==> config.mk <==
export PLATFORM = sky130hd
export DESIGN_NAME = duty_button_conditioner
export DESIGN_NICKNAME = d
export VERILOG_FILES = /design/src/rtl/pwm_ctrl_pkg.sv /design/src/rtl/debounce_channel.sv /design/src/rtl/duty_button_conditioner.sv
export SDC_FILE = /design/constraint.sdc
export NUM_CORES = 1
export LEC_CHECK = 0
export CAP_MARGIN = 30
export CORE_MARGIN = 2
export CORE_UTILIZATION = 45
export DETAILED_ROUTE_END_ITERATION = 10
export DONT_BUFFER_PORTS = 1
export PLACE_DENSITY = 0.65
export REMOVE_ABC_BUFFERS = 1
export SLEW_MARGIN = 10
export SYNTH_ARGS = -nofsm -noshare
export SYNTH_HDL_FRONTEND = slang
export SYNTH_HIERARCHICAL = 1
export SYNTH_SLANG_ARGS = --single-unit
==> constraint.sdc <==
create_clock -name clk -period 1.92 [get_ports clk]
set_input_delay 0.096 -clock clk [delete_from_list [all_inputs] [get_ports clk]]
set_output_delay 0.096 -clock clk [all_outputs]
set_load 0.01 [all_outputs]
==> src/rtl/pwm_ctrl_pkg.sv <==
// Shared constants and types for the PWM duty-button conditioner.
// Holds default timing, the debounce counter type and the channel bundle.
package pwm_ctrl_pkg;

  localparam int DEBOUNCE_CYCLES_DEF = 1_000_000;
  localparam int REPEAT_DELAY_DEF    = 50_000_000;
  localparam int REPEAT_PERIOD_DEF   = 20_000_000;

  localparam int DB_CNT_W_DEF = $clog2(DEBOUNCE_CYCLES_DEF);

  typedef logic [DB_CNT_W_DEF-1:0] db_cnt_t;

  // Registered per-channel status handed to the top level
  typedef struct packed {
    logic level;
    logic rise;
    logic rep;
  } chan_t;

  function automatic int imax(input int a, input int b);
    return (a > b) ? a : b;
  endfunction

endpackage

==> src/rtl/debounce_channel.sv <==
// One button channel: 2-flop sync, counter debounce, level, rise strobe.
// Ports: clk, rst_n, raw, other_level in; st (level/rise/rep) out. AUTO_REPEAT_EN adds repeats.
module debounce_channel
  import pwm_ctrl_pkg::*;
#(
  parameter int DEBOUNCE_CYCLES = DEBOUNCE_CYCLES_DEF,
  parameter int REPEAT_DELAY    = REPEAT_DELAY_DEF,
  parameter int REPEAT_PERIOD   = REPEAT_PERIOD_DEF
) (
  input  logic  clk,
  input  logic  rst_n,
  input  logic  raw,
  input  logic  other_level,
  output chan_t st
);

  localparam int CW = $clog2(DEBOUNCE_CYCLES);

  logic          sync1;
  logic          sync2;
  logic [CW-1:0] cnt;
  logic          level;
  logic          rise;
  logic          rep;
  logic          diff;
  logic          hit;

  assign diff = sync2 ^ level;
  assign hit  = diff && (cnt == CW'(DEBOUNCE_CYCLES - 1));

  always_ff @(posedge clk or negedge rst_n) begin
    if (!rst_n) begin
      sync1 <= 1'b0;
      sync2 <= 1'b0;
      cnt   <= '0;
      level <= 1'b0;
      rise  <= 1'b0;
    end else begin
      sync1 <= raw;
      sync2 <= sync1;
      // Clearing on a match or on acceptance keeps cnt from wrapping
      if (!diff || hit)
        cnt <= '0;
      else
        cnt <= cnt + CW'(1);
      if (hit)
        level <= ~level;
      rise <= hit && !level;
    end
  end

`ifdef AUTO_REPEAT_EN
  localparam int RMAX = imax(REPEAT_DELAY, REPEAT_PERIOD);
  localparam int RW   = $clog2(RMAX);

  logic [RW-1:0] rpt_cnt;
  logic          rpt_on;
  logic          rpt_first;
  logic [RW-1:0] rpt_lim;

  assign rpt_lim = rpt_first ? RW'(REPEAT_DELAY - 1)
                             : RW'(REPEAT_PERIOD - 1);

  // Timing is anchored to the edge that sets rise, so repeats
  // land DELAY then PERIOD cycles after the press strobe
  always_ff @(posedge clk or negedge rst_n) begin
    if (!rst_n) begin
      rpt_cnt   <= '0;
      rpt_on    <= 1'b0;
      rpt_first <= 1'b0;
      rep       <= 1'b0;
    end else if (hit && !level) begin
      rpt_cnt   <= '0;
      rpt_on    <= 1'b1;
      rpt_first <= 1'b1;
      rep       <= 1'b0;
    end else if (!rpt_on || !level || other_level) begin
      rpt_cnt   <= '0;
      rpt_on    <= 1'b0;
      rpt_first <= 1'b0;
      rep       <= 1'b0;
    end else if (rpt_cnt == rpt_lim) begin
      rpt_cnt   <= '0;
      rpt_first <= 1'b0;
      rep       <= 1'b1;
    end else begin
      rpt_cnt   <= rpt_cnt + RW'(1);
      rep       <= 1'b0;
    end
  end
`else
  logic unused_rpt;
  assign unused_rpt = other_level
                    ^ (REPEAT_DELAY == REPEAT_PERIOD);
  assign rep = 1'b0;
`endif

  assign st = '{level: level, rise: rise, rep: rep};

endmodule

==> src/rtl/duty_button_conditioner.sv <==
// Conditions inc/dec duty buttons into interlocked one-cycle pulses.
// Ports: clk, rst_n, ena, btn_*_raw in; *_pulse, *_level out. AUTO_REPEAT_EN enables auto-repeat.
module duty_button_conditioner
  import pwm_ctrl_pkg::*;
#(
  parameter int DEBOUNCE_CYCLES = DEBOUNCE_CYCLES_DEF,
  parameter int REPEAT_DELAY    = REPEAT_DELAY_DEF,
  parameter int REPEAT_PERIOD   = REPEAT_PERIOD_DEF
) (
  input  logic clk,
  input  logic rst_n,
  input  logic ena,
  input  logic btn_inc_raw,
  input  logic btn_dec_raw,
  output logic inc_pulse,
  output logic dec_pulse,
  output logic inc_level,
  output logic dec_level
);

  chan_t inc_ch;
  chan_t dec_ch;
  logic  inc_req;
  logic  dec_req;

  debounce_channel #(
    .DEBOUNCE_CYCLES (DEBOUNCE_CYCLES),
    .REPEAT_DELAY    (REPEAT_DELAY),
    .REPEAT_PERIOD   (REPEAT_PERIOD)
  ) u_inc (
    .clk         (clk),
    .rst_n       (rst_n),
    .raw         (btn_inc_raw),
    .other_level (dec_ch.level),
    .st          (inc_ch)
  );

  debounce_channel #(
    .DEBOUNCE_CYCLES (DEBOUNCE_CYCLES),
    .REPEAT_DELAY    (REPEAT_DELAY),
    .REPEAT_PERIOD   (REPEAT_PERIOD)
  ) u_dec (
    .clk         (clk),
    .rst_n       (rst_n),
    .raw         (btn_dec_raw),
    .other_level (inc_ch.level),
    .st          (dec_ch)
  );

  // A request needs the opposite level low after its own update;
  // a rising request implies its own level is high, so the two
  // pulses are mutually exclusive.
  assign inc_req = (inc_ch.rise | inc_ch.rep) & ~dec_ch.level;
  assign dec_req = (dec_ch.rise | dec_ch.rep) & ~inc_ch.level;

  always_ff @(posedge clk or negedge rst_n) begin
    if (!rst_n) begin
      inc_pulse <= 1'b0;
      dec_pulse <= 1'b0;
      inc_level <= 1'b0;
      dec_level <= 1'b0;
    end else begin
      inc_pulse <= ena & inc_req;
      dec_pulse <= ena & dec_req;
      inc_level <= inc_ch.level;
      dec_level <= dec_ch.level;
    end
  end

endmodule

==> results of run 1 <==
-- cell usage after synthesis (4+ instances only) --
library cell,count
buf_4,6
dfrtp_1,52
inv_1,10
mux2i_1,4
nand2_1,10
nand3_1,10
nand4_1,10
nor2_1,44
nor3_1,12
nor4_1,10
o21ai_0,4
xnor2_1,28
xor2_1,4
-- kinds of logic (layout without fill, tap and decap cells) --
kind of cell,after synthesis,in the layout,share of synthesized area
simple gates,112,112,0.238
mux,6,6,0.0256
flops,52,52,0.533
buf+inv,18,58,0.0430
fa+ha+maj,2,2,0.0102
compound gates,10,10,0.0328
xor+xnor,32,32,0.115
other cells,2,2,0.00307
-- worst register-to-register path: stages, from the launching register on --
cell and delay, ns:
dfrtp_1 0.38, or4b_1 0.51, or4_4 0.54, nor2_4 0.13, mux2_4 0.31
-- final cells by class --
| class | instances | area [um2] |
|---|---|---|
| Sequential cell | 52 | 1300 |
| Clock inverter | 1 | 30.0 |
| Inverter | 10 | 37.5 |
| Fill cell | 433 | 2190 |
| Timing Repair Buffer | 40 | 363 |
| Clock buffer | 7 | 96.3 |
| Tap cell | 70 | 87.6 |
| Multi-Input combinational cell | 164 | 1070 |
-- worst max path at each step --
| stage | startpoint | to |
|---|---|---|
| 3_5_place_dp | u_dec/cnt[12] | u_dec/level |
| 6_report | u_dec/cnt[13] | u_dec/level |
| 3_3_place_gp | u_dec/cnt[12] | u_dec/level |
| 5_1_grt | u_dec/cnt[13] | u_dec/cnt[2] |
| 4_1_cts | u_inc/cnt[8] | u_inc/level |
| 2_1_floorplan | u_dec/cnt[12] | u_dec/level |
-- cell usage in the layout (no fill, tap or decap) --
master	netlist	routed
nand4_1	10	10
mux2i_1	4	4
xnor2_1	28	28
or4_4	2	2
or4b_4	0	1
ha_1	2	2
a21oi_2	0	1
nor3b_2	2	2
nor4_1	10	10
inv_1	10	10
or4_1	2	2
conb_1	2	2
a21oi_1	2	1
buf_4	6	31
o21ai_0	4	4
buf_12	0	2
and3b_1	2	2
and3_1	2	2
nand2_1	10	10
buf_16	0	1
clkbuf_8	0	7
nor2_4	0	2
dlygate4sd3_1	0	4
nor2_1	44	41
mux2_4	0	2
xor2_1	4	4
nor3_1	12	12
bufinv_16	0	1
nand4b_1	2	2
nor2_2	2	3
dfrtp_1	52	52
a31o_2	2	2
o21ai_4	2	2
buf_6	2	2
nand3_1	10	10
or4b_1	2	1
-- metrics by stage --
step | cells | total power [mW]
after floorplan | 226 | 1.18
after CTS | 344 | 2.05
after detailed placement | 330 | 1.21
after global placement | 330 | 1.20
final | 344 | 2.03
after global routing | 344 | 2.11
-- metal layers --
metal  up-vias  GRT usage  wire (um)
met4         0     0.0804        101
met5         -          0          0
met1       853      0.236       2150
met2        21      0.266       2140
li1        871          -          -
met3         9     0.0256         82
-- where the power goes --
part	switching (mW)	internal [mW]	total, mW	leakage (nW)
sequential	0.0138	1.11	1.12	0.710
combinational	0.0546	0.0416	0.0961	0.468
clock	0.352	0.460	0.812	0.0645
total	0.420	1.61	2.03	1.24
-- repair_timing --
action                     in CTS  in global routing
pin swaps                       7                  0
setup endpoints to repair      38                 41
hold buffers                    5                  0
resized for setup               5                  6
buffers inserted                1                  0
hold endpoints to repair       56                  0
==> results.sh, run 1 <==
export IMPL_grt_first_pass_wirelength_mm=8.25
export IMPL_syn_to_final_growth_pct=22.2
export IMPL_syn_area_um2=2440
export IMPL_drt_pre_antenna_iters=4
export IMPL_io_pins=9
export IMPL_powerDensity_nw_per_um2=681
export IMPL_hp_class="in -> async"
export IMPL_rsz0062_at_grt="yes"
export IMPL_placed_area_um2=2740
export IMPL_cts_tree="done"
export IMPL_hold_ws_ns=0.290
export IMPL_ys_types=28
export IMPL_peakVddDrop_mv=0.302
export IMPL_setup_viol=34
export IMPL_postLayoutCoreUtil=0.577
export IMPL_synth_top_cell_area_share=0.533
export IMPL_place_ws_ns=-0.110
export IMPL_ff2ff_path_depth=4
export IMPL_path_depth=4
export IMPL_clk_pin_slew_ns=0.09
export IMPL_period_share=1.03
export IMPL_final_nets=280
export IMPL_min_period_ns=1.98
export IMPL_violations="negative setup slack"
export IMPL_root_buffer="clkbuf_8"
export IMPL_htreeDepth=2
export IMPL_cp_max_fo=2
export IMPL_cp_data_arrival_time_ns=2.17
export IMPL_largestRegisters="u_dec/cnt x20, u_inc/cnt x20"
export IMPL_fin_tns_setup_ns=-1.08
export IMPL_rows=26
export IMPL_synthTopCellsByArea="dfrtp_1, xnor2_1, nor2_1, nand4_1, nor4_1"
export IMPL_ys_flop_type="dfrtp_1"
export IMPL_yosysTopAreaCell="dfrtp_1"
export IMPL_fin_skew_ns=0.00385
export IMPL_design_die_area_um2=6030
export IMPL_die_x_um=77.7
export IMPL_r2r_end="u_dec/level"
export IMPL_portBuffers=0
export IMPL_dieHeight_um=77.7
export IMPL_drv_cap=0
export IMPL_ant_nets=0
export IMPL_cp_top_family="simple AND/OR/NAND/NOR gates"
export IMPL_antenna_found_initial=0
export IMPL_gr_usage_all_layers=0.171
export IMPL_r2r_start="u_dec/cnt[13]"
export IMPL_synth_edf_count=0
export IMPL_status="complete, but fails checks"
export IMPL_crit_path_start_kind="register"
export IMPL_avgSynthCellArea_um2=10.4
export IMPL_drt_total_wl_mm=4.48
export IMPL_design_area_um2=2980
export IMPL_vias_per_cell=5.10
export IMPL_coreArea_um2=5170
export IMPL_clock_sinks=52
export IMPL_critPathMaxStageDelay_ns=0.54
export IMPL_yosys_warnings=6
export IMPL_worstSetupEndpointType="register"
export IMPL_drive_gt1_frac=0.223
export IMPL_diodes=0
export IMPL_drcViolationCount=0
export IMPL_slowest_stage="or4_4"
export IMPL_drt_iter0_markers=147
export IMPL_wl_per_cell_um=13.0
export IMPL_crit_buf_inv=0
export IMPL_setup_slack_ns=-0.0614
export IMPL_reg2reg_slack_ns=-0.06
export IMPL_grt_pass1_vias=1729
export IMPL_crit_chain="or4b_1 -> or4_4 -> nor2_4 -> mux2_4"
export IMPL_start_util=0.472
export IMPL_place_congestion=0.817
export IMPL_insertion_delay_ns=0.30
export IMPL_fmax_ghz=0.505
export IMPL_crit_type="reg -> reg"
export IMPL_grt_max_degree=53
export IMPL_cts_buffers=5
export IMPL_p_leak_nw=1.24
export IMPL_synth_seq_cells=52
export IMPL_cts_max_path_buffers=2
export IMPL_vias=1754
export IMPL_required_ns=2.11
export IMPL_drv_slew=0
export IMPL_async_flop_share=1.00
export IMPL_ys_seq_area_frac=0.533
export IMPL_synth_cells=234
export IMPL_finalHoldViolCount=0
export IMPL_dpl_hpwl_mm=3.04
export IMPL_grt_overflow=0
Power figures use the tool's default switching activity.
==> run 2: changes to the inputs <==
Settings changed: PLACE_DENSITY 0.65 to not set, PLACE_DENSITY_LB_ADDON set to 0.25, SYNTH_HIERARCHICAL 1 to not set.
==> run 2 against run 1 <==
Against the previous run:
- combinational power decreased by 10%
- non-clock buffer count decreased by 8
- the flow still finishes with violations (negative setup slack)
- sequential share of layout area increased by 1.9 points
- global-route usage increased by 0.46 points
- critical path depth unchanged
- count of clock-buffer cells in the layout decreased by 2
- utilization decreased by 1.7 points
- total power decreased by 3.9%
- critical path type unchanged
- first-iteration DRC count decreased by 19%
- register-to-register slack improved by 0.02 ns
- via count increased by 0.46%
==> results.sh, run 2 <==
export IMPL_status="complete, but fails checks"
export IMPL_violations="negative setup slack"
export IMPL_final_nets=271
export IMPL_fin_skew_ns=0.00342
export IMPL_cts_buffers=5
export IMPL_fmax_ghz=0.510
export IMPL_crit_buf_inv=0
export IMPL_design_area_um2=2860
export IMPL_min_period_ns=1.96
export IMPL_top_layer="met4"
export IMPL_period_share=1.02
export IMPL_start_util=0.466
export IMPL_coreArea_um2=5110
export IMPL_vias=1762
export IMPL_r2r_start="u_dec.cnt[13]"
export IMPL_placed_area_um2=2660
export IMPL_antenna_found_initial=0
export IMPL_ys_seq_area_frac=0.547
export IMPL_cts_tree="done"
export IMPL_slew_headroom=0.747
export IMPL_ant_nets=0
export IMPL_syn_to_final_growth_pct=20.1
export IMPL_final_cell_mix="dfrtp_1, nor2_1, buf_4"
export IMPL_cts_setup_buffers=0
export IMPL_insertion_delay_ns=0.30
export IMPL_grt_pass1_vias=1855
export IMPL_diodes=0
export IMPL_tightest_slew_ns=0.376
export IMPL_syn_area_um2=2380
export IMPL_required_ns=2.12
export IMPL_m1WireLength_mm=2.05
export IMPL_hold_ws_ns=0.326
export IMPL_hp_class="in -> async"
export IMPL_yosys_warnings=0
export IMPL_synthTopCellsByArea="dfrtp_1, xnor2_1, nor2_1, xor2_1, nand4_1"
export IMPL_setup_viol=17
export IMPL_cp_data_arrival_time_ns=2.16
export IMPL_powerDensity_nw_per_um2=683
export IMPL_synth_common_cells="dfrtp_1, nor2_1, xnor2_1"
export IMPL_design_die_area_um2=5880
export IMPL_drt_total_wl_mm=4.53
export IMPL_drv_slew=0
export IMPL_avgSynthCellArea_um2=10.4
export IMPL_postLayoutCoreUtil=0.560
export IMPL_cp_top_family="simple AND/OR/NAND/NOR gates"
export IMPL_crit_path_start_kind="register"
export IMPL_dieHeight_um=76.7
export IMPL_slowest_stage="or4_4"
export IMPL_p_leak_nw=1.19
export IMPL_final_common_cell="dfrtp_1"
export IMPL_place_congestion=0.834
export IMPL_synth_top_cell_area_share=0.547
export IMPL_power_mw=1.95
export IMPL_synth_seq_cells=52
export IMPL_cts_max_path_buffers=2
export IMPL_drcViolationCount=0
export IMPL_cp_max_fo=2
export IMPL_largestRegisters="u_dec.cnt x20, u_inc.cnt x20"
export IMPL_place_ws_ns=-0.0876
export IMPL_synth_cells=229
export IMPL_dpl_hpwl_mm=3.06
export IMPL_grt_first_pass_wirelength_mm=8.31
export IMPL_htreeDepth=2
export IMPL_grt_max_degree=53
export IMPL_clk_pin_slew_ns=0.09
export IMPL_finalHoldViolCount=0
export IMPL_setup_slack_ns=-0.0404
export IMPL_grt_overflow=0
export IMPL_die_x_um=76.7
export IMPL_crit_start="u_dec.cnt[13]"
export IMPL_synth_edf_count=0
export IMPL_gr_usage_all_layers=0.176
export IMPL_portBuffers=0
export IMPL_ys_flop_type="dfrtp_1"
export IMPL_vias_per_cell=5.26
export IMPL_crit_chain="or4_1 -> or4_4 -> nor2_4 -> mux2_4"
export IMPL_clock_sinks=52
export IMPL_wl_per_cell_um=13.5
export IMPL_root_buffer="clkbuf_8"
export IMPL_yosysTopAreaCell="dfrtp_1"
export IMPL_met3WireLength_um=110
export IMPL_worstSetupEndpointType="register"
export IMPL_rows=26
export IMPL_async_flop_share=1.00
export IMPL_drt_pre_antenna_iters=4
export IMPL_dr_wl_met2_mm=2.30
export IMPL_crit_type="reg -> reg"
export IMPL_critPathMaxStageDelay_ns=0.53
export IMPL_ys_types=33
export IMPL_io_pins=9
export IMPL_drive_gt1_frac=0.177
export IMPL_peakVddDrop_mv=0.375
export IMPL_yosysMostFrequentCell="dfrtp_1"
export IMPL_drv_cap=0
export IMPL_drt_iter0_markers=119
export IMPL_rsz0062_at_grt="yes"
run 2: kinds of logic after synthesis:
| group | synth area share |
|---|---|
| AOI/OAI and AO/OA | 0.0442 |
| xor gates and xnor gates | 0.110 |
| adders and majority gates | 0.0105 |
| buffers and inverters | 0.0231 |
| DFF | 0.547 |
| muxes | 0.0179 |
| and+or+nand+nor | 0.247 |
run 2: area by class of cell:
| type | instances | area [um2] |
|---|---|---|
| Clock buffer | 5 | 68.8 |
| Clock inverter | 3 | 42.5 |
| Fill cell | 462 | 2250 |
| Inverter | 8 | 30.0 |
| Multi-Input combinational cell | 165 | 1040 |
| Sequential cell | 52 | 1300 |
| Tap cell | 70 | 87.6 |
| Timing Repair Buffer | 32 | 287 |
run 2: timing repair:
item	4_1_cts	5_1_grt
endpoints found under the setup margin	19	23
hold buffers	5	0
pin swaps	4	1
hold endpoints to repair	56	0
resized for setup	3	1
run 2: final timing paths:
path,endpoint,slack (ns),cells after the start
max,u_dec.level,-0.04,4
min,u_dec.cnt[13],0.33,2
max reg2reg,u_dec.level,-0.04,4
min reg2reg,u_dec.sync2,0.36,0
max in group asynchronous,u_dec.cnt[9],1.38,2
min in group clk,u_inc.sync1,0.34,1
run 2: per-layer routing:
| layer | up-vias | track usage |
|---|---|---|
| met2 | 18 | 0.307 |
| met3 | 9 | 0.0329 |
| met4 | 0 | 0.0691 |
| met5 | - | 0 |
| li1 | 877 | - |
| met1 | 858 | 0.215 |
run 2: where the power goes:
group / internal (mW) / switching [mW]
registers: 1.11 / 0.0110
logic: 0.0362 / 0.0501
clock network: 0.386 / 0.360
total: 1.53 / 0.421
run 2: stage by stage:
stage | TNS [ns] | instances
global placement | -0.0629 | 322
finish | -0.236 | 335
global route | -0.959 | 335
detailed placement | -0.412 | 322
floorplan | -13.90 | 225
CTS | -0.858 | 335
